`config.mk`:
```
export PLATFORM = sky130hd
export DESIGN_NAME = core_muldiv_seq
export DESIGN_NICKNAME = d
export VERILOG_FILES = /design/src/rtl/core_muldiv_seq_pkg.sv /design/src/rtl/core_muldiv_step.sv /design/src/rtl/core_muldiv_seq.sv
export SDC_FILE = /design/constraint.sdc
export NUM_CORES = 2
export LEC_CHECK = 0
export BUFFER_PORTS_ARGS = -buffer_cell sky130_fd_sc_hd__buf_2
export CELL_PAD_IN_SITES_DETAIL_PLACEMENT = 1
export CELL_PAD_IN_SITES_GLOBAL_PLACEMENT = 2
export CORE_ASPECT_RATIO = 0.6
export CORE_MARGIN = 3
export CORE_UTILIZATION = 40
export CTS_CLUSTER_DIAMETER = 30
export DETAILED_ROUTE_END_ITERATION = 6
export PLACE_DENSITY = 0.93
export SLEW_MARGIN = 20
export SYNTH_ARGS = -nofsm -noshare
export SYNTH_HDL_FRONTEND = slang
export SYNTH_SLANG_ARGS = --single-unit
```
`constraint.sdc`:
```
create_clock -name clk -period 8.4 [get_ports clk]
set_input_delay 0.84 -clock clk [delete_from_list [all_inputs] [get_ports clk]]
set_output_delay 0.84 -clock clk [all_outputs]
set_load 0.005 [all_outputs]
```
`src/rtl/core_muldiv_seq_pkg.sv`:
```
// core_muldiv_seq_pkg
//   Shared constants and types for the iterative M-extension unit.
//   - OPERAND_WIDTH / ALU_CTRL_WIDTH: default datapath and op-code widths.
//   - OP_*: M-extension op codes (MSB=1), shared with the ALU decoder.
//   - state_t: sequencer state encoding.
//   - op_info_t / decode_op(): op code -> datapath control flags.
package core_muldiv_seq_pkg;

  localparam int OPERAND_WIDTH  = 64;
  localparam int ALU_CTRL_WIDTH = 5;

  localparam logic [ALU_CTRL_WIDTH-1:0] OP_MUL    = 5'b10000;
  localparam logic [ALU_CTRL_WIDTH-1:0] OP_MULH   = 5'b10001;
  localparam logic [ALU_CTRL_WIDTH-1:0] OP_MULHSU = 5'b10011;
  localparam logic [ALU_CTRL_WIDTH-1:0] OP_MULHU  = 5'b10010;
  localparam logic [ALU_CTRL_WIDTH-1:0] OP_DIV    = 5'b10110;
  localparam logic [ALU_CTRL_WIDTH-1:0] OP_DIVU   = 5'b10100;
  localparam logic [ALU_CTRL_WIDTH-1:0] OP_REM    = 5'b10101;
  localparam logic [ALU_CTRL_WIDTH-1:0] OP_REMU   = 5'b10111;

  typedef enum logic [2:0] {
    ST_IDLE,
    ST_PREP,
    ST_CALC,
    ST_FIXUP,
    ST_DONE
  } state_t;

  typedef struct packed {
    logic legal;       // recognised M-extension op
    logic is_div;      // divide/remainder family
    logic is_rem;      // return remainder instead of quotient
    logic high;        // multiply: return upper half of product
    logic rs1_signed;
    logic rs2_signed;
  } op_info_t;

  // Any code outside the eight M-extension encodings (including every
  // MSB=0 code) decodes as illegal and produces a zero result.
  function automatic op_info_t decode_op(input logic [ALU_CTRL_WIDTH-1:0] op);
    op_info_t info;
    info = '0;
    case (op)
      OP_MUL:    info = '{legal: 1'b1, is_div: 1'b0, is_rem: 1'b0, high: 1'b0, rs1_signed: 1'b1, rs2_signed: 1'b1};
      OP_MULH:   info = '{legal: 1'b1, is_div: 1'b0, is_rem: 1'b0, high: 1'b1, rs1_signed: 1'b1, rs2_signed: 1'b1};
      OP_MULHSU: info = '{legal: 1'b1, is_div: 1'b0, is_rem: 1'b0, high: 1'b1, rs1_signed: 1'b1, rs2_signed: 1'b0};
      OP_MULHU:  info = '{legal: 1'b1, is_div: 1'b0, is_rem: 1'b0, high: 1'b1, rs1_signed: 1'b0, rs2_signed: 1'b0};
      OP_DIV:    info = '{legal: 1'b1, is_div: 1'b1, is_rem: 1'b0, high: 1'b0, rs1_signed: 1'b1, rs2_signed: 1'b1};
      OP_DIVU:   info = '{legal: 1'b1, is_div: 1'b1, is_rem: 1'b0, high: 1'b0, rs1_signed: 1'b0, rs2_signed: 1'b0};
      OP_REM:    info = '{legal: 1'b1, is_div: 1'b1, is_rem: 1'b1, high: 1'b0, rs1_signed: 1'b1, rs2_signed: 1'b1};
      OP_REMU:   info = '{legal: 1'b1, is_div: 1'b1, is_rem: 1'b1, high: 1'b0, rs1_signed: 1'b0, rs2_signed: 1'b0};
      default:   info = '0;
    endcase
    return info;
  endfunction

endpackage

```
`src/rtl/core_muldiv_step.sv`:
```
// core_muldiv_step
//   One combinational iteration on the 2*XLEN accumulator.
//   - acc      in   2*XLEN  current accumulator {hi, lo}
//   - operand  in   XLEN    multiplicand (multiply) or divisor (divide)
//   - is_div   in   1       select restoring-divide step instead of shift-add
//   - acc_next out  2*XLEN  accumulator after this iteration
//   Multiply: lo holds the multiplier; add operand to hi when lo[0]=1, then
//   shift the whole {carry, hi, lo} right one place.
//   Divide: lo holds the dividend; shift {hi, lo} left one place, try to
//   subtract the divisor from hi and shift the success bit into lo[0].
module core_muldiv_step #(
  parameter int XLEN = 64
) (
  input  logic [2*XLEN-1:0] acc,
  input  logic [XLEN-1:0]   operand,
  input  logic              is_div,
  output logic [2*XLEN-1:0] acc_next
);

  logic [XLEN:0] sum;
  logic [XLEN:0] shifted_hi;
  logic [XLEN:0] diff;

  always_comb begin
    sum        = {1'b0, acc[2*XLEN-1:XLEN]} + ({1'b0, operand} & {(XLEN+1){acc[0]}});
    // hi after the left shift needs one extra bit: it can reach 2*divisor-1.
    shifted_hi = acc[2*XLEN-1:XLEN-1];
    diff       = shifted_hi - {1'b0, operand};
    if (is_div) begin
      // diff MSB set means the trial subtraction borrowed: keep shifted value.
      if (!diff[XLEN]) begin
        acc_next = {diff[XLEN-1:0], acc[XLEN-2:0], 1'b1};
      end else begin
        acc_next = {shifted_hi[XLEN-1:0], acc[XLEN-2:0], 1'b0};
      end
    end else begin
      acc_next = {sum, acc[XLEN-1:1]};
    end
  end

endmodule

```
`src/rtl/core_muldiv_seq.sv`:
```
// core_muldiv_seq
//   Iterative RV64 M-extension unit (MUL/MULH/MULHSU/MULHU/DIV/DIVU/REM/REMU)
//   with valid/ready on both sides. Sign handling is done around an unsigned
//   magnitude core: magnitudes on accept, sign fix-up after XLEN iterations.
//   Ports:
//   - clk, rst_n        clock (rising edge), asynchronous active-low reset
//   - valid_i/ready_o   request handshake; ready_o high only in IDLE
//   - op_i              op code (M-extension codes have MSB=1)
//   - oprd1, oprd2      rs1 / rs2 operands
//   - flush_i           abort the in-flight operation (ignored in IDLE)
//   - valid_o/ready_i   result handshake; result_o held until taken
//   - result_o          registered result
//   - busy_o            sequencer not in IDLE
//   Build option: MULDIV_EARLY_OUT_EN -- when defined, divide by zero and
//   multiply by zero complete straight from accept (result in the next
//   cycle); otherwise every legal op takes the full iterative latency.
module core_muldiv_seq
  import core_muldiv_seq_pkg::*;
#(
  parameter int XLEN  = OPERAND_WIDTH,
  parameter int CNT_W = $clog2(XLEN) + 1
) (
  input  logic                      clk,
  input  logic                      rst_n,
  input  logic                      valid_i,
  output logic                      ready_o,
  input  logic [ALU_CTRL_WIDTH-1:0] op_i,
  input  logic [XLEN-1:0]           oprd1,
  input  logic [XLEN-1:0]           oprd2,
  input  logic                      flush_i,
  output logic                      valid_o,
  input  logic                      ready_i,
  output logic [XLEN-1:0]           result_o,
  output logic                      busy_o
);

  state_t state_reg, state_next;

  // Latched request
  logic              is_div_reg;
  logic              is_rem_reg;
  logic              high_reg;
  logic              neg_q_reg;     // operand signs differ: negate product/quotient
  logic              neg_r_reg;     // dividend negative: negate remainder
  logic [XLEN-1:0]   rs1_reg;       // original rs1, returned by REM on divide by zero
  logic [XLEN-1:0]   mag1_reg;
  logic [XLEN-1:0]   mag2_reg;

  // Iteration state
  logic [2*XLEN-1:0] acc_reg;
  logic [CNT_W-1:0]  cnt_reg;
  logic              div_zero_reg;
  logic [XLEN-1:0]   result_reg;

  // Request-side decode
  op_info_t          in_info;
  logic              in_sign1;
  logic              in_sign2;
  logic [XLEN-1:0]   in_mag1;
  logic [XLEN-1:0]   in_mag2;
  logic              early_done;
  logic [XLEN-1:0]   early_result;

  // Datapath
  logic [2*XLEN-1:0] acc_step;
  logic [2*XLEN-1:0] product;
  logic [XLEN-1:0]   quotient;
  logic [XLEN-1:0]   remainder;
  logic [XLEN-1:0]   fix_result;

  always_comb begin
    in_info  = decode_op(op_i);
    in_sign1 = in_info.rs1_signed & oprd1[XLEN-1];
    in_sign2 = in_info.rs2_signed & oprd2[XLEN-1];
    // -(-2^(XLEN-1)) wraps back to 2^(XLEN-1), which is the correct
    // unsigned magnitude.
    in_mag1  = in_sign1 ? -oprd1 : oprd1;
    in_mag2  = in_sign2 ? -oprd2 : oprd2;
  end

`ifdef MULDIV_EARLY_OUT_EN
  always_comb begin
    early_done   = 1'b0;
    early_result = '0;
    if (in_info.legal) begin
      if (in_info.is_div) begin
        early_done   = (oprd2 == '0);
        early_result = in_info.is_rem ? oprd1 : {XLEN{1'b1}};
      end else begin
        early_done   = (oprd1 == '0) || (oprd2 == '0);
        early_result = '0;
      end
    end
  end
`else
  always_comb begin
    early_done   = 1'b0;
    early_result = '0;
  end
`endif

  core_muldiv_step #(
    .XLEN(XLEN)
  ) u_step (
    .acc      (acc_reg),
    .operand  (is_div_reg ? mag2_reg : mag1_reg),
    .is_div   (is_div_reg),
    .acc_next (acc_step)
  );

  // Sign fix-up and result selection from the finished accumulator.
  always_comb begin
    product   = neg_q_reg ? -acc_reg : acc_reg;
    quotient  = neg_q_reg ? -acc_reg[XLEN-1:0] : acc_reg[XLEN-1:0];
    remainder = neg_r_reg ? -acc_reg[2*XLEN-1:XLEN] : acc_reg[2*XLEN-1:XLEN];
    if (div_zero_reg) begin
      quotient  = {XLEN{1'b1}};
      remainder = rs1_reg;
    end
    if (is_div_reg) begin
      fix_result = is_rem_reg ? remainder : quotient;
    end else begin
      fix_result = high_reg ? product[2*XLEN-1:XLEN] : product[XLEN-1:0];
    end
  end

  // State register
  always_ff @(posedge clk or negedge rst_n) begin
    if (!rst_n) begin
      state_reg <= ST_IDLE;
    end else begin
      state_reg <= state_next;
    end
  end

  // Next-state logic
  always_comb begin
    state_next = state_reg;
    case (state_reg)
      ST_IDLE: begin
        if (valid_i) begin
          state_next = (!in_info.legal || early_done) ? ST_DONE : ST_PREP;
        end
      end
      ST_PREP:  state_next = ST_CALC;
      ST_CALC: begin
        if (cnt_reg == CNT_W'(1)) begin
          state_next = ST_FIXUP;
        end
      end
      ST_FIXUP: state_next = ST_DONE;
      ST_DONE: begin
        if (ready_i) begin
          state_next = ST_IDLE;
        end
      end
      default:  state_next = ST_IDLE;
    endcase
    // Flush outranks everything, including a result being taken.
    if (flush_i && (state_reg != ST_IDLE)) begin
      state_next = ST_IDLE;
    end
  end

  // Datapath registers
  always_ff @(posedge clk or negedge rst_n) begin
    if (!rst_n) begin
      is_div_reg   <= 1'b0;
      is_rem_reg   <= 1'b0;
      high_reg     <= 1'b0;
      neg_q_reg    <= 1'b0;
      neg_r_reg    <= 1'b0;
      rs1_reg      <= '0;
      mag1_reg     <= '0;
      mag2_reg     <= '0;
      acc_reg      <= '0;
      cnt_reg      <= '0;
      div_zero_reg <= 1'b0;
      result_reg   <= '0;
    end else begin
      case (state_reg)
        ST_IDLE: begin
          if (valid_i) begin
            is_div_reg <= in_info.is_div;
            is_rem_reg <= in_info.is_rem;
            high_reg   <= in_info.high;
            neg_q_reg  <= in_sign1 ^ in_sign2;
            neg_r_reg  <= in_sign1;
            rs1_reg    <= oprd1;
            mag1_reg   <= in_mag1;
            mag2_reg   <= in_mag2;
            if (!in_info.legal) begin
              result_reg <= '0;
            end else if (early_done) begin
              result_reg <= early_result;
            end
          end
        end
        ST_PREP: begin
          // Divide iterates on the dividend, multiply on the multiplier;
          // the other magnitude is fed to the step as its operand.
          acc_reg      <= is_div_reg ? {{XLEN{1'b0}}, mag1_reg} : {{XLEN{1'b0}}, mag2_reg};
          cnt_reg      <= CNT_W'(XLEN);
          div_zero_reg <= (mag2_reg == '0);
        end
        ST_CALC: begin
          acc_reg <= acc_step;
          cnt_reg <= cnt_reg - CNT_W'(1);
        end
        ST_FIXUP: begin
          if (!flush_i) begin
            result_reg <= fix_result;
          end
        end
        default: ;
      endcase
    end
  end

  assign ready_o  = (state_reg == ST_IDLE);
  assign busy_o   = (state_reg != ST_IDLE);
  assign valid_o  = (state_reg == ST_DONE);
  assign result_o = result_reg;

endmodule

```
* Yosys cells after proc, flatten, opt, wreduce, memory -nomap -nowiden *
Memory sizes are Yosys's and may differ from the RTL's.
Index checks and enable logic that the tools add are counted.

operators by class
  $add $sub $neg = 8
  equal/unequal tests = 11
  multiplexer cells = 26
  bitwise logic cells = 4
  reductions and logical operators = 9

operator list
  kind                                                    number
  2-to-1 mux 64 bit                                       14
  2-to-1 mux 128 bit                                      3
  negator 64 bit                                          4
  one-hot mux 128 bit (2 select lines)                    1
  negator 128 bit                                         1
  one-hot mux 64 bit (2 select lines)                     1
  adder 64 x 65 -> 65 bit                                 1
  AND 64 x 65 -> 65 bit                                   1
  subtractor 65 x 64 -> 65 bit                            1
  zero test 64 bit                                        1
  2-to-1 mux 3 bit                                        5
  one-hot mux 3 bit (5 select lines)                      1
  one-hot mux 7 bit (2 select lines)                      1
  == test 7 x 1 -> 1 bit (second input constant)          1
  subtractor 7 x 1 -> 7 bit (second input constant)       1
  == test 3 x 2 -> 1 bit (second input constant)          2
  inequality test 2 bit (second input constant)           3
  AND reduction 4 bit                                     1
  nonzero test 2 bit                                      2
  == test 3 x 1 -> 1 bit (second input constant)          1
  == test 3 bit (second input constant)                   1
  zero test 3 bit                                         1
  inequality test 3 x 1 -> 1 bit (second input constant)  1
  inequality test 3 x 2 -> 1 bit (second input constant)  1
  7 further kinds                                         8

storage, ports and cells
  register bits = 400
  ROM bits = 192
  input port bits = 138
  output and inout bits = 67
  logic and storage cells = 72
  memories = 1

memory list
  memory            words  width  read ports  clocked after memory_dff  write ports  RTL line                   text
  (name not given)  32     6      1           0                         0            core_muldiv_seq_pkg.sv:43  case (op)

* Depth between registers and ports, before layout *
  depth in word-level cells = 7
  depth in mapped cells = 20
  mapped depth without buffers = 16

* Cells and area by module *
A second synthesis with hierarchy kept.

second synthesis, totals
  cell total of the unflattened synthesis = 4810
  area total of the unflattened synthesis = 37175.7 sq um

by module, submodules not included
  module            times used  cells each  area an instance (sq um)
  core_muldiv_seq   1           3244        26830.7
  core_muldiv_step  1           1566        10344.9

* Least setup slack after synthesis *
OpenSTA, ideal clock, no wires.

  kind = reg2reg
  start = register is_div_reg
  end = register acc_reg[117]
  library setup time = 138 ps
  data arrival time = 4834 ps
  data required time = 8262 ps
  setup slack = 3427 ps
  stages on the path, launching flop included = 18
  path buffers = 4
  clock period less this slack = 4973 ps
  cell sequence = dfrtp_1 > clkbuf_1 > clkbuf_1 > buf_2 > clkbuf_1 > mux2i_1 > ha_1 > nor2b_1 > a221o_1 > a21bo_2 > a31o_2 > a21oi_2 > o21a_1 > o21ai_1 > xnor2_1 > nor2_1 > a222oi_1 > o21ai_0

on the way
  word-level cells in the longest chain between the ends = 5
  elaborated cells between the ends (all ways) = 7
  classes of those cells = 2 x add/sub; 4 x mux; 1 x bitwise

RTL lines
  element                                                                       RTL line                                        text
  start, declared                                                               core_muldiv_seq.sv:40                           logic is_div_reg;
  start signal, assigned                                                        core_muldiv_seq.sv:184                          is_div_reg <= in_info.is_div;
  2-to-1 mux 64 bit                                                             core_muldiv_seq.sv:106                          .operand (is_div_reg ? mag2_reg : mag1_reg),
  AND 64 x 65 -> 65 bit / subtractor 65 x 64 -> 65 bit (equally long branches)  core_muldiv_step.sv:25, core_muldiv_step.sv:28
  adder 64 x 65 -> 65 bit / 2-to-1 mux 128 bit (equally long branches)          core_muldiv_step.sv:25, core_muldiv_step.sv:31
  2-to-1 mux 128 bit (*)                                                        core_muldiv_step.sv:29                          if (is_div) begin
  one-hot mux 128 bit (2 select lines) (*)                                      core_muldiv_seq.sv:181                          case (state_reg)
  end signal, assigned                                                          core_muldiv_seq.sv:202                          acc_reg <= is_div_reg ? {{XLEN{1'b0}}, mag1_reg} : {{XLEN{1'b0}}, mag2_reg};
  end signal, assigned                                                          core_muldiv_seq.sv:207                          acc_reg <= acc_step;
  end, declared                                                                 core_muldiv_seq.sv:50                           logic [2*XLEN-1:0] acc_reg;

Every way passes the cells marked *; elsewhere a longest branch is shown, timed or not.
A chain may end at the register's enable or synchronous reset.

* Worst setup path in the final report *
  start = register is_div_reg
  end = register acc_reg[125]

The elaborated chain is that of the path after synthesis.

==> impl_metrics.ini <==
[clock_tree]
clock_latency_ps = 690
clk_path_buf_depth = 3
postCtsResizedCells = 0
clock_sinks = 399
cts_buffers = 82
path_clk_slew_ps = 50
cts_tree = done
postCtsSetupBuffers = 0
clock-root-buffer = clkbuf_16
ctsHtreeMaxLevel = 3
cts.hold.buffers_added = 0

[detailed_routing]
drtPass1Iterations = 6
via_count = 38100
dr_wl_met3_um = 26900
wl_um = 183000
drt_iter0_markers = 5477
ant_nets = 0
drc = 0
met1_length_um = 80600
dr_wl_met2_um = 68100
routed.top_layer = met5
via_per_inst = 6.72
wl_per_cell_um = 32.3

[sta]
skew_ps = 39.7
setup_viol = 0
min_period_ps = 6220
worst_pin_slew_ps = 1130
tns_ps = 0
relSlewSlack_pct = 24.5
finalCritPeriodShare_pct = 74.0
fmaxAchievable_mhz = 161
rsz0062_at_grt = false
hold_viol = 0
slew_viol_final = 0

[synth]
yosys-top-cells-count = 679 x nand2_1, 479 x o21ai_0, 399 x dfrtp_1
muxShareOfSynthArea_pct = 4.14
syn_nets = 4718
synth.most_common_cell = nand2_1
postSynthCellCount = 4441
synth_compound_area_share_pct = 26.9
ys_types = 91
synth_edf_count = 0
syn_area_mm2 = 0.0343
synth.top_cell.area_share_pct = 29.1
ys_seq_elements = 399
synth_fa_ha_area_share_pct = 5.12
synth-main-ff-cell = dfrtp_1
synth_top_area_cell = dfrtp_1
synth_area_leaders = dfrtp_1 29%, nand2_1 7.4%, o21ai_0 7.0%
yosysWarningCount = 0
synth_xor_area_share_pct = 10.7
syn_area_per_cell_um2 = 7.72
yosysSeqAreaShare_pct = 29.1
yosys.area_share.simple_pct = 19.4
synth_top_family_by_area = compound AO/OA/AOI/OAI gates
async_flop_share_pct = 100

[setup_path]
required_ps = 8900
startpoint_type = flop
r2r_start = is_div_reg$_DFFE_PN0P_
critical_path.max_fanout = 62
r2r_cells = 15
worstPathArrival_ps = 6710
rr_endpoint = acc_reg[125]$_DFFE_PN0P_
cp-end-kind = flop
crit_type = reg -> reg
reg2reg_setup_slack_ps = 2180

[power_and_ir_drop]
peakVddDrop_v = 0.000178
power_density_mw_per_mm2 = 383
p_leak_nw = 16.3

[final_layout]
largest_register_ffs = 128
area_growth_syn_to_layout_pct = 13.9
drive_above_1_share_pct = 11.0
n_fill_cell = 10200
stdcell_count = 5668
fin_nets = 4735
final_util_pct = 46.4

[grt]
grt_overflow = 0
grt_pass1_wl_um = 260000
grt_start_max_net_pins = 225
grt_use_total_pct = 39.7
grt_pass1_vias = 36100
grt_antenna_before_repair = 9

[placement]
globalplace.congestion = 1.06
place_inst = 5508
port_buffers = 204
dp_hpwl_um = 142000

[hold_path]
min_path_type = in -> async

[floorplan]
core-area_mm2 = 0.0841
fp.dieH_um = 233
rows = 82
dieArea_mm2 = 0.0893
ioPinCount = 205
start_util_pct = 40.7
fp.dieW_um = 384

[outcome]
status = finished, final reports clean

[run]
cap_violations = 0
-- worst max path at each step --
stage	start	end	cells after the start
floorplan	is_div_reg$_DFFE_PN0P_	acc_reg[117]$_DFFE_PN0P_	17
global placement	is_div_reg$_DFFE_PN0P_	acc_reg[121]$_DFFE_PN0P_	15
detailed placement	is_div_reg$_DFFE_PN0P_	acc_reg[125]$_DFFE_PN0P_	15
CTS	is_div_reg$_DFFE_PN0P_	acc_reg[125]$_DFFE_PN0P_	15
global route	is_div_reg$_DFFE_PN0P_	acc_reg[125]$_DFFE_PN0P_	15
finish	is_div_reg$_DFFE_PN0P_	acc_reg[125]$_DFFE_PN0P_	15
-- final cells by class --
| class | instances | area (um2) | area share, % |
|---|---|---|---|
| clock inverter | 57 | 731 | 1.87 |
| sequential | 399 | 10000 | 25.6 |
| clock buffer | 95 | 2170 | 5.56 |
| inverter | 65 | 244 | 0.625 |
| timing repair buffer | 286 | 1680 | 4.32 |
| antenna | 8 | 20.0 | 0.0513 |
| tap | 1134 | 1420 | 3.64 |
| multi-input combinational | 3624 | 22800 | 58.3 |
-- report_power, final --
group	internal (mW)	total [mW]	switching (mW)
registers	2.43	3.87	1.44
logic	2.49	7.58	5.09
clock network	2.15	3.49	1.33
-- layout by cell type (no fill, tap or decap), types with 57 or more instances in the layout --
cell	n
o21a_1	67
buf_4	79
xor2_1	216
a21o_1	68
nand3_1	96
o21ai_0	477
nor4_1	57
clkbuf_16	82
nand2_1	674
o221ai_1	94
nor2_1	305
mux2i_1	134
a21oi_1	308
nor3_1	75
buf_2	203
dfrtp_1	395
ha_1	137
inv_1	62
o22ai_1	84
xnor2_1	204
-- through the flow --
step	hold WS (ps)	setup WS, ps	total power [mW]	area (um2)
4_1_cts	176	2500	14.5	39000
2_1_floorplan	437	3430	7.85	34300
3_5_place_dp	467	2540	10.9	36100
3_3_place_gp	457	2520	10.8	36100
6_report	158	2180	14.9	39000
5_1_grt	202	2100	15.5	39000
-- worst max-delay path, stage by stage (launching register included) --
cell and delay [ps]:
dfrtp_4 950, buf_4 480, mux2i_1 560, ha_1 400
nand2_1 160, nor4_1 570, nand3_1 160, and2_1 170
a22oi_1 120, o21ai_1 90, buf_4 180, a31oi_1 480
o21ai_0 340, o31ai_1 580, xnor2_1 170, a2111oi_0 530
-- cell families after synthesis --
group / after synthesis
buffers and inverters: 418
adder cells (fa/ha/maj): 139
XOR/XNOR: 420
multiplexers: 141
flip-flops: 399
AND/OR/NAND/NOR: 1471
AO/OA/AOI/OAI: 1453
-- routing by layer --
layer	GRT usage, %	vias up
met5	3.10	-
li1	-	16200
met4	13.5	14
met3	17.6	390
met2	50.9	2417
met1	57.3	19100
No activity file was read; power rests on OpenSTA's default activity.
